## config.mk

```make
export PLATFORM = sky130hd
export DESIGN_NAME = tick_gen
export DESIGN_NICKNAME = d
export VERILOG_FILES = /design/src/rtl/vehicle_actuator_model_tick_gen.sv
export SDC_FILE = /design/constraint.sdc
export NUM_CORES = 1
export LEC_CHECK = 0
export BUFFER_PORTS_ARGS = -buffer_cell sky130_fd_sc_hd__buf_2
export CAP_MARGIN = 10
export CORE_AREA = 2 2 39 41
export DETAILED_ROUTE_END_ITERATION = 10
export DIE_AREA = 0 0 41 43
export GPL_ROUTABILITY_DRIVEN = 0
export PLACE_DENSITY_LB_ADDON = 0.05
export SYNTH_ARGS = -nofsm -noshare
export SYNTH_HDL_FRONTEND = slang
export SYNTH_SLANG_ARGS = --single-unit
export TNS_END_PERCENT = 50
```

## constraint.sdc

```tcl
create_clock -name clk -period 1.4 [get_ports clk]
set_input_delay 0 -clock clk [delete_from_list [all_inputs] [get_ports clk]]
set_output_delay 0 -clock clk [all_outputs]
set_load 0.02 [all_outputs]
```

## src/rtl/vehicle_actuator_model_tick_gen.sv

```systemverilog
// rtl/vehicle_actuator_model_tick_gen.sv - free-running divider producing a registered one-cycle tick
module tick_gen #(
   parameter int TICK_DIV = 16
) (
   input  logic clk,
   input  logic rst_n,
   output logic tick
);

   localparam int CNT_W = $clog2(TICK_DIV);

   logic [CNT_W-1:0] cnt;

   // Tick is registered from the TICK_DIV-2 compare so it lines up with cnt == TICK_DIV-1.
   always_ff @(posedge clk or negedge rst_n) begin
      if (!rst_n) begin
         cnt  <= '0;
         tick <= 1'b0;
      end else begin
         cnt  <= (cnt == CNT_W'(TICK_DIV - 1)) ? '0 : cnt + CNT_W'(1);
         tick <= (cnt == CNT_W'(TICK_DIV - 2));
      end
   end

endmodule

```

==> Word level (Yosys, flattened, before mapping) <==
Cells that the tools add are included.
{ "totals": {"register_bits": 5, "latchBits": 0, "ramBits": 0, "romBits": 0, "mem_count": 0} }
{ "classes": {"n_addsub": 1, "n_mul": 0, "div": 0, "order_cmp": 0, "n_eq_ne": 2, "shifts": 0, "mux": 1, "n_bitwise": 0, "n_reduce_logical": 0} }
{ "ops": {"columns": ["cell", "n"], "rows": [
  ["$eq A4 B4 Y1 const B", 2],
  ["$add A4 B1 Y4 const B", 1],
  ["$mux W4", 1]
]} }

==> Longest topological paths before layout <==
Gate-level depths: netlist of the first run.
{ "depth": {"ltp_word": 2, "ltp_mapped": 3, "mapped_depth_nobuf": 3} }

==> Worst setup path after synthesis of the first run <==
Ideal clock, no wire load.
{ "synth_timing": {"path_kind": "register to register", "start": "register cnt[0]", "end": "register cnt[3]", "arrival_ns": 0.897, "slack_ns": 0.377, "path_stages_with_launch": 4, "n_path_buf": 0, "path_cell_list": "dfrtp_1 -> ha_1 -> inv_1 -> a311o_1"} }
{ "synth_between": {"elab_chain_cells": 2} }
{ "synth_lines": {"columns": ["item", "line", "rtl"], "rows": [
  ["start: declaration", "12", "logic [CNT_W-1:0] cnt;"],
  ["start signal: assignment", "20", "cnt <= (cnt == CNT_W'(TICK_DIV - 1)) ? '0 : cnt + CNT_W'(1);"],
  ["$add A4 B1 Y4 / $eq A4 B4 Y1 (equally long branches)", "20", null],
  ["$mux W4 *", "20", null]
]} }
Mark *: on every way between the ends. The rest lies on a longest branch, timed or not.

==> Final worst setup path of the first run <==
Ends and elaborated chain as after synthesis.

==> run_results.csv, run 1 <==
group,metric,value,unit
floorplan,boundaryPins,3,
floorplan,die_area,1760,um^2
critical_path,crit_type,"reg2reg",
drt,drc,0,
yosys,yosys-mux-area-fraction,0,%
global_routing,antenna_found_initial,0,
global_routing,grt_max_degree,6,
yosys,synthAdderAreaFrac,11.6,%
final_layout,finalNonFillerCells,40,
final_layout,nNetsFinal,29,
clock_network,cts_tree,"yes",
yosys,ys_seq_area_share,57.8,%
drt,drt_iter0_drc,0,
clock_network,clk_pin_slew,0.05,ns
run_status,status,"finished, final reports clean",
final_layout,drive_above_1_share,29.2,%
yosys,synth_compound_area_share,7.51,%
sta,worst_pin_slew,0.154,ns
critical_path,end_kind,"flop",
clock_network,cts_max_path_buffers,2,
clock_network,cts_setup_buffers,0,
placed_design,dpl.hpwl,254,um
sta,relSlewSlack,89.7,%
critical_path,crit_start,"cnt[0]",
clock_network,root_buffer,"clkbuf_4",
sta,setup_viol,0,
drt,routed_via_density,3.38,
yosys,synthSimpleGateAreaFrac,13.9,%
final_layout,ff_latch_area,125,um^2
final_layout,syn_to_final_growth,30.6,%
sta,hold_viol_final,0,
sta,layout_min_cycle_time,1.09,ns
critical_path,cp.arrival,1.22,ns
global_routing,grt_first_pass_wirelength,538,um
yosys,syn_inst,17,
drt,routed_wl,346,um
clock_network,cts_made_buffers,3,
clock_network,cts_max_level,1,
yosys,yosysUniqueCellTypes,10,
min_path,hold_path_class,"in2async",
yosys,ys_warn_count,0,
yosys,synth_top_family_by_area,"simple AND/OR/NAND/NOR gates",
sta,max_freq,915,MHz
final_layout,stdcell_area,283,um^2
critical_path,crit_required,1.52,ns
yosys,synth_fp_nets,21,
final_layout,antenna_cells,0,
job,maxCapViolCount,0,
clock_network,cts.sinks,5,
global_routing,grt_usage,5.33,%
floorplan,die_h,43,um
yosys,syn_avg_cell_area,12.7,um^2
final_layout,final_util,20.4,%
power,power.density,1130,nW/um^2
power,leakagePower,0.156,nW
floorplan,start_util,15.6,%
critical_path,cp_max_fo,5,
final_layout,multi_input_area,80.1,um^2
drt,vias,135,
yosys,synthXorXnorAreaFrac,4.05,%
drt,dr.pass1.iters,1,
floorplan,die_w,41,um
yosys,synth-seq-cells,5,
sta,layout_worst_path_cycle_share,78.0,%
drt,drt-wirelength-per-cell,8.65,um
power,power.total,0.319,mW
placed_design,placed_cells,35,
global_routing,grt-ovfl-total,0,
yosys,synth_area,216,um^2
placed_design,placed_area,246,um^2
critical_path,startpoint_type,"flop",
sta,rsz0062_at_grt,"no",
sta,finalSetupTns,0,ns
final_layout,fillers,158,
sta,drv_slew,0,
global_routing,grt_pass1_vias,130,
floorplan,rows,14,
sta,skew,0.00247,ns
clock_network,clk_latency,0.24,ns
critical_path,r2r-start,"cnt[0]",
placed_design,port_buffers,2,
power,peakVddDrop,0.307,mV
drt,drtAntennaViolNets,0,
floorplan,coreArea,1380,um^2
[placed cells by master, fill, tap and decap left out]
cell type      instances
a31oi_1                1
and3_2                 1
dlygate4sd3_1          1
and2b_2                1
xor2_1                 1
inv_1                  3
clkbuf_1               1
clkbuf_4               3
and4b_1                1
a311o_1                1
buf_2                  2
dfrtp_1                5
nand2_1                1
ha_1                   2
[flip-flops by register name (all words and copies together) (netlist names)]
name / cells
cnt: 4
tick: 1
[final cells by class]
class	instances	area share (%)
sequential	5	44.2
multi-input combinational	9	28.3
clock buffer	4	9.29
timing repair buffer	3	7.08
tap	16	7.08
inverter	3	3.98
[routing by layer]
layer	global-route usage (%)	part of all wire, %
met1	5.83	49
met2	5.31	45
met3	4.71	6.4
met4	6.00	0
met5	0	0
[critical path: stages, from the launching register on]
cell and delay (ns):
dfrtp_1 0.40, ha_1 0.23, inv_1 0.06, a311o_1 0.30
[per-stage QoR]
step           hold slack, ns  setup slack (ns)
6_report                0.102             0.307
5_1_grt                 0.124             0.287
4_1_cts                 0.101             0.304
3_5_place_dp           -0.174             0.308
3_3_place_gp           -0.172             0.281
2_1_floorplan          -0.296             0.377
[timing repair]
item / 4_1_cts / 5_1_grt
hold endpoints to repair: 5 / 0
hold buffers: 1 / 0
resized for setup: 0 / 0
[cell usage after synthesis, drive strengths merged]
master | number | area share, %
a311o | 1 | 4.6
and4b | 1 | 4.6
and2b | 1 | 4.0
xor2 | 1 | 4.0
inv | 3 | 5.2
a31oi | 1 | 2.9
nand2 | 1 | 1.7
ha | 2 | 12
dfrtp | 5 | 58
and3 | 1 | 3.5
[path summary, 6_finish.rpt]
check | to | slack [ns] | cells after the start
min | cnt[3] | 0.10 | 2
min in group clk | cnt[0] | 0.51 | 1
min reg2reg | cnt[0] | 0.51 | 1
max reg2reg | cnt[3] | 0.31 | 3
max | cnt[3] | 0.31 | 3
max in group asynchronous | cnt[0] | 1.16 | 2
[cells by family after synthesis]
family	count (synthesis)
AOI/OAI and AO/OA	2
xor gates and xnor gates	1
adders and majority gates	2
buffers and inverters	3
DFF	5
and+or+nand+nor	4
[power breakdown]
group	switching (mW)	internal (mW)
clock	0.0601	0.108
sequential	0	0.145
combinational	0.00316	0.00283
total	0.0633	0.256
(Power assumes the default switching activity.)
==> run 2: changes to the inputs <==
==> constraint.sdc (replaced) <==
create_clock -name clk -period 1.06 [get_ports clk]
set_input_delay 0 -clock clk [delete_from_list [all_inputs] [get_ports clk]]
set_output_delay 0 -clock clk [all_outputs]
set_load 0.02 [all_outputs]
==> run_results.csv, run 2 (same netlist as run 1, synthesis figures left out) <==
group,metric,value,unit
clock_network,cts_max_path_buffers,2,
drt,wl_met3,25,um
clock_network,clk_pin_slew,0.04,ns
drt,dr.pass1.iters,2,
critical_path,end_kind,"flop",
drt,drc,0,
drt,drtAntennaViolNets,0,
global_routing,grt_usage,6.34,%
power,power.density,1240,nW/um^2
sta,relSlewSlack,89.8,%
sta,finalSetupTns,0,ns
floorplan,die_area,1760,um^2
power,peakVddDrop,0.394,mV
final_layout,antenna_cells,0,
clock_network,root_buffer,"clkbuf_4",
drt,vias,169,
final_layout,layout_commonest_cell,"buf_4",
sta,setup_viol,0,
global_routing,grt_max_degree,6,
floorplan,boundaryPins,3,
clock_network,cts_made_buffers,3,
drt,drt_iter0_drc,1,
final_layout,drive_above_1_share,48.4,%
sta,rsz0062_at_grt,"no",
drt,wl_met2,144,um
placed_design,dpl.hpwl,286,um
final_layout,syn_to_final_growth,56.1,%
critical_path,crit_required,1.18,ns
critical_path,startpoint_type,"flop",
critical_path,cp.arrival,1.15,ns
power,leakagePower,0.192,nW
run_status,status,"finished, final reports clean",
clock_network,cts_max_level,1,
drt,routed_wl,379,um
drt,drt-wirelength-per-cell,8.06,um
final_layout,fillers,159,
sta,drv_slew,0,
drt,routed_via_density,3.60,
clock_network,cts_tree,"yes",
placed_design,port_buffers,2,
global_routing,grt_pass1_vias,148,
critical_path,cp_max_fo,4,
sta,max_freq,976,MHz
drt,drt-met1-wl,190,um
sta,layout_min_cycle_time,1.02,ns
clock_network,clk_latency,0.24,ns
final_layout,max_flop_register,"cnt",
floorplan,start_util,15.6,%
sta,worst_pin_slew,0.153,ns
placed_design,placed_cells,39,
final_layout,top_regs,"cnt: 4 flops, tick: 1 flops",
job,maxCapViolCount,0,
floorplan,die_w,41,um
clock_network,cts.sinks,5,
sta,layout_worst_path_cycle_share,96.6,%
global_routing,grt_first_pass_wirelength,634,um
global_routing,antenna_found_initial,0,
final_layout,finalNonFillerCells,47,
floorplan,die_h,43,um
final_layout,nNetsFinal,36,
sta,skew,0.00321,ns
critical_path,crit_type,"reg2reg",
final_layout,layout_common_cells,"buf_4, dfrtp_1, inv_1, clkbuf_4, buf_2",
min_path,hold_path_class,"in2async",
final_layout,largest_register_ffs,4,
floorplan,rows,14,
global_routing,grt-ovfl-total,0,
sta,hold_viol_final,0,
floorplan,coreArea,1380,um^2
drt,highest_layer,"met4",
## run 2: per-stage QoR
| stage | util [%] | power, mW | hold slack (ns) | cell area, um^2 | worst slack (ns) |
|---|---|---|---|---|---|
| floorplan | - | 0.194 | -0.296 | 216 | 0.0365 |
| global placement | 20.0 | 0.200 | -0.173 | 277 | -0.00449 |
| detailed placement | 20.0 | 0.200 | -0.177 | 277 | 0.0202 |
| CTS | 22.6 | 0.430 | 0.0942 | 313 | 0.0142 |
| global route | 24.4 | 0.446 | 0.122 | 338 | 0.00619 |
| finish | 24.4 | 0.419 | 0.0964 | 338 | 0.0357 |
## run 2: per-layer routing
| metal | global-route usage (%) | vias up |
|---|---|---|
| met1 | 7.44 | 76 |
| met2 | 5.94 | 5 |
| met3 | 4.71 | 2 |
| li1 | - | 86 |
| met4 | 8.00 | 0 |
| met5 | 0 | - |
## run 2: final timing paths
check / cells after the start / slack [ns] / end / startpoint
hold / removal: 2 / 0.1 / cnt[0] / rst_n
min in group clk: 2 / 0.58 / cnt[0] / cnt[3]
setup / recovery: 2 / 0.04 / cnt[3] / cnt[1]
setup reg to reg: 2 / 0.04 / cnt[3] / cnt[1]
hold reg to reg: 2 / 0.58 / cnt[0] / cnt[3]
max in group asynchronous: 2 / 0.83 / cnt[1] / rst_n
## run 2: critical path: stages (launching register included)
cell	delay (ns)
dfrtp_1	0.41
and4b_1	0.20
a311o_1	0.30
## run 2: power breakdown
group	switching, mW	internal (mW)
Sequential	0	0.192
Clock	0.0770	0.142
Combinational	0.00387	0.00374
## run 2: layout make-up
type                    count  area [um^2]  share of cell area, %
clock buffers               4         26.3                   7.78
multi-input cells           9         82.6                   24.4
well taps                  16         20.0                   5.93
flip-flops and latches      5          125                   37.0
inverters                   3         11.3                   3.33
repair buffers             10         72.6                   21.5
## run 2: what timing repair did
| action | CTS | global route |
|---|---|---|
| hold buffers | 1 | 0 |
| hold endpoints to repair | 5 | 0 |
| buffers inserted | 0 | 3 |
| setup endpoints to repair | 0 | 1 |
| gates resized for setup | 0 | 1 |
==> run 3: changes to the inputs <==
--- a/config.mk
+++ b/config.mk
@@ -5,11 +5,12 @@
 export SDC_FILE = /design/constraint.sdc
 export NUM_CORES = 1
 export LEC_CHECK = 0
-export BUFFER_PORTS_ARGS = -buffer_cell sky130_fd_sc_hd__buf_2
+export ABC_AREA = 1
 export CAP_MARGIN = 10
 export CORE_AREA = 2 2 39 41
 export DETAILED_ROUTE_END_ITERATION = 10
 export DIE_AREA = 0 0 41 43
+export DONT_BUFFER_PORTS = 1
 export GPL_ROUTABILITY_DRIVEN = 0
 export PLACE_DENSITY_LB_ADDON = 0.05
 export SYNTH_ARGS = -nofsm -noshare
==> run_results.csv, run 3 <==
group,metric,value,unit
clock_network,cts_made_buffers,3,
final_layout,finalNonFillerCells,41,
placed_design,dp_slack,0.0842,ns
yosys,synth_area,213,um^2
yosys,ys_warn_count,0,
clock_network,clk_pin_slew,0.05,ns
sta,finalSetupTns,0,ns
drt,wl_met2,184,um
floorplan,die_area,1760,um^2
final_layout,nNetsFinal,30,
floorplan,die_w,41,um
final_layout,top_regs,"cnt: 4 flops, tick: 1 flops",
run_status,status,"finished, final reports clean",
global_routing,grt_max_degree,6,
yosys,post-synth-top-count-cell,"dfrtp_1",
sta,relSlewSlack,83.5,%
placed_design,placed_cells,36,
final_layout,final_util,19.4,%
power,switching_share,20.2,%
global_routing,grt_first_pass_wirelength,655,um
yosys,synth_common_cells,"dfrtp_1, inv_1, ha_1, nand2_1, nand3_1",
sta,setup_ws,0.0870,ns
sta,setup_viol,0,
floorplan,start_util,15.4,%
clock_network,root_buffer,"clkbuf_4",
power,switching_power,0.0850,mW
clock_network,cts.sinks,5,
yosys,synthTopCellsByArea,"dfrtp_1, ha_1, inv_1",
final_layout,layout_commonest_cell,"dfrtp_1",
power,p_comb_share,1.5,%
drt,drt-met1-wl,167,um
critical_path,crit_required,1.19,ns
yosys,yosys-mux-area-fraction,0,%
yosys,ys_seq_area_share,58.8,%
final_layout,antenna_cells,0,
final_layout,fillers,154,
yosys,syn_avg_cell_area,10.6,um^2
final_layout,max_flop_register,"cnt",
yosys,synthSimpleGateAreaFrac,15.9,%
sta,hold_viol_final,0,
sta,drv_slew,0,
yosys,async_reset_ff_share,100,%
floorplan,coreArea,1380,um^2
global_routing,grt_pass1_vias,159,
yosys,synthAdderAreaFrac,11.8,%
global_routing,grt_usage,6.44,%
power,clkPwrFrac,53.1,%
critical_path,path_buf_inv,1,
critical_path,cp.arrival,1.10,ns
critical_path,max_stage_delay,0.39,ns
floorplan,die_h,43,um
critical_path,crit_type,"reg2reg",
drt,drtAntennaViolNets,0,
sta,skew,0.00127,ns
yosys,synth_compound_area_share,2.35,%
final_layout,syn_to_final_growth,26.5,%
sta,rsz0062_at_grt,"no",
drt,dr.pass1.iters,1,
drt,drc,0,
job,maxCapViolCount,0,
final_layout,largest_register_ffs,4,
floorplan,rows,14,
floorplan,boundaryPins,3,
power,p_int,0.337,mW
critical_path,cp_max_fo,4,
yosys,synth_fp_nets,24,
drt,routed_wl,375,um
drt,highest_layer,"met3",
clock_network,clk_latency,0.24,ns
power,peakVddDrop,0.454,mV
min_path,hold_path_class,"in2async",
critical_path,end_kind,"flop",
power,leakagePower,0.144,nW
yosys,synth-seq-cells,5,
placed_design,port_buffers,0,
yosys,yosysUniqueCellTypes,10,
final_layout,drive_above_1_share,16.0,%
sta,layout_min_cycle_time,0.973,ns
drt,wl_met3,23,um
clock_network,cts_tree,"yes",
drt,routed_via_density,3.51,
sta,worst_pin_slew,0.247,ns
drt,vias,144,
global_routing,antenna_found_initial,0,
yosys,synth_area_leader_cell,"dfrtp_1",
yosys,synth_edf_count,0,
power,power.density,1570,nW/um^2
drt,drt_iter0_drc,0,
clock_network,cts_max_level,1,
critical_path,cp_top_family,"flip-flops",
yosys,synthXorXnorAreaFrac,4.12,%
sta,max_freq,1030,MHz
yosys,syn_inst,20,
final_layout,layout_common_cells,"dfrtp_1, inv_1, clkbuf_4",
clock_network,cts_max_path_buffers,2,
critical_path,cpMaxStageDelayCell,"dfrtp_1",
critical_path,crit_chain,"ha_1, nand2_2, o21ai_1, inv_1",
power,power.total,0.421,mW
global_routing,grt-ovfl-total,0,
yosys,synth_top_flop_cell,"dfrtp_1",
drt,drt-wirelength-per-cell,9.15,um
critical_path,startpoint_type,"flop",
power,seqPwrFrac,45.4,%
yosys,synth_top_area_share,58.8,%
yosys,synth_top_family_by_area,"simple AND/OR/NAND/NOR gates",
sta,layout_worst_path_cycle_share,91.8,%
## run 3: routing by layer
| layer | vias to the layer above | track usage, % |
|---|---|---|
| met2 | 3 | 7.50 |
| met4 | 0 | 8.00 |
| met3 | 0 | 3.14 |
| met5 | - | 0 |
| met1 | 68 | 7.12 |
| li1 | 73 | - |
## run 3: final cells by class
type	count	area (um^2)	area share, %
clock buffer	4	26.3	9.77
tap	16	20.0	7.44
multi-input combinational	11	72.6	27.0
inverter	4	15.0	5.58
timing repair buffer	1	10.0	3.72
sequential	5	125	46.5
## run 3: logic make-up (layout without fill, tap and decap cells)
| kind of cell | count (synthesis) | after routing |
|---|---|---|
| compound gates | 1 | 1 |
| fa+ha+maj | 2 | 2 |
| flops | 5 | 5 |
| buf+inv | 4 | 9 |
| simple gates | 7 | 7 |
| xor+xnor | 1 | 1 |
## run 3: per-stage QoR
stage	cell area, um^2	hold WS (ns)
floorplan	213	-0.296
global placement	233	-0.295
detailed placement	233	-0.295
CTS	269	0.0593
global route	269	0.0842
finish	269	0.0567
## run 3: worst reg2reg max path, stage by stage (launching register included)
cell and delay [ns]:
dfrtp_1 0.39, ha_1 0.22, nand2_2 0.07, o21ai_1 0.14, inv_1 0.05
## run 3: worst paths after layout
path                            startpoint      to  slack [ns]  cells past startpoint
worst max register to register      cnt[1]  cnt[0]        0.09                      4
worst min-delay path                 rst_n    tick        0.06                      1
max in group asynchronous            rst_n  cnt[0]        0.80                      1
min in group clk                    cnt[3]  cnt[3]        0.50                      2
worst min register to register      cnt[3]  cnt[3]        0.50                      2
worst max-delay path                cnt[1]  cnt[0]        0.09                      4
## run 3: timing repair
action,4_1_cts,5_1_grt
resized for setup,0,0
buffers inserted,0,0
hold endpoints to repair,5,0
hold buffers,1,0
setup endpoints to repair,0,0
## run 3: power by group through the flow
| stage | registers, mW | clock network, mW | logic [mW] |
|---|---|---|---|
| 2_1_floorplan | 0.194 | 0 | 0.0000000590 |
| 3_3_place_gp | 0.194 | 0 | 0.0000000590 |
| 3_5_place_dp | 0.194 | 0 | 0.0000000590 |
| 4_1_cts | 0.191 | 0.238 | 0.00682 |
| 5_1_grt | 0.191 | 0.247 | 0.00779 |
| 6_report | 0.191 | 0.224 | 0.00626 |
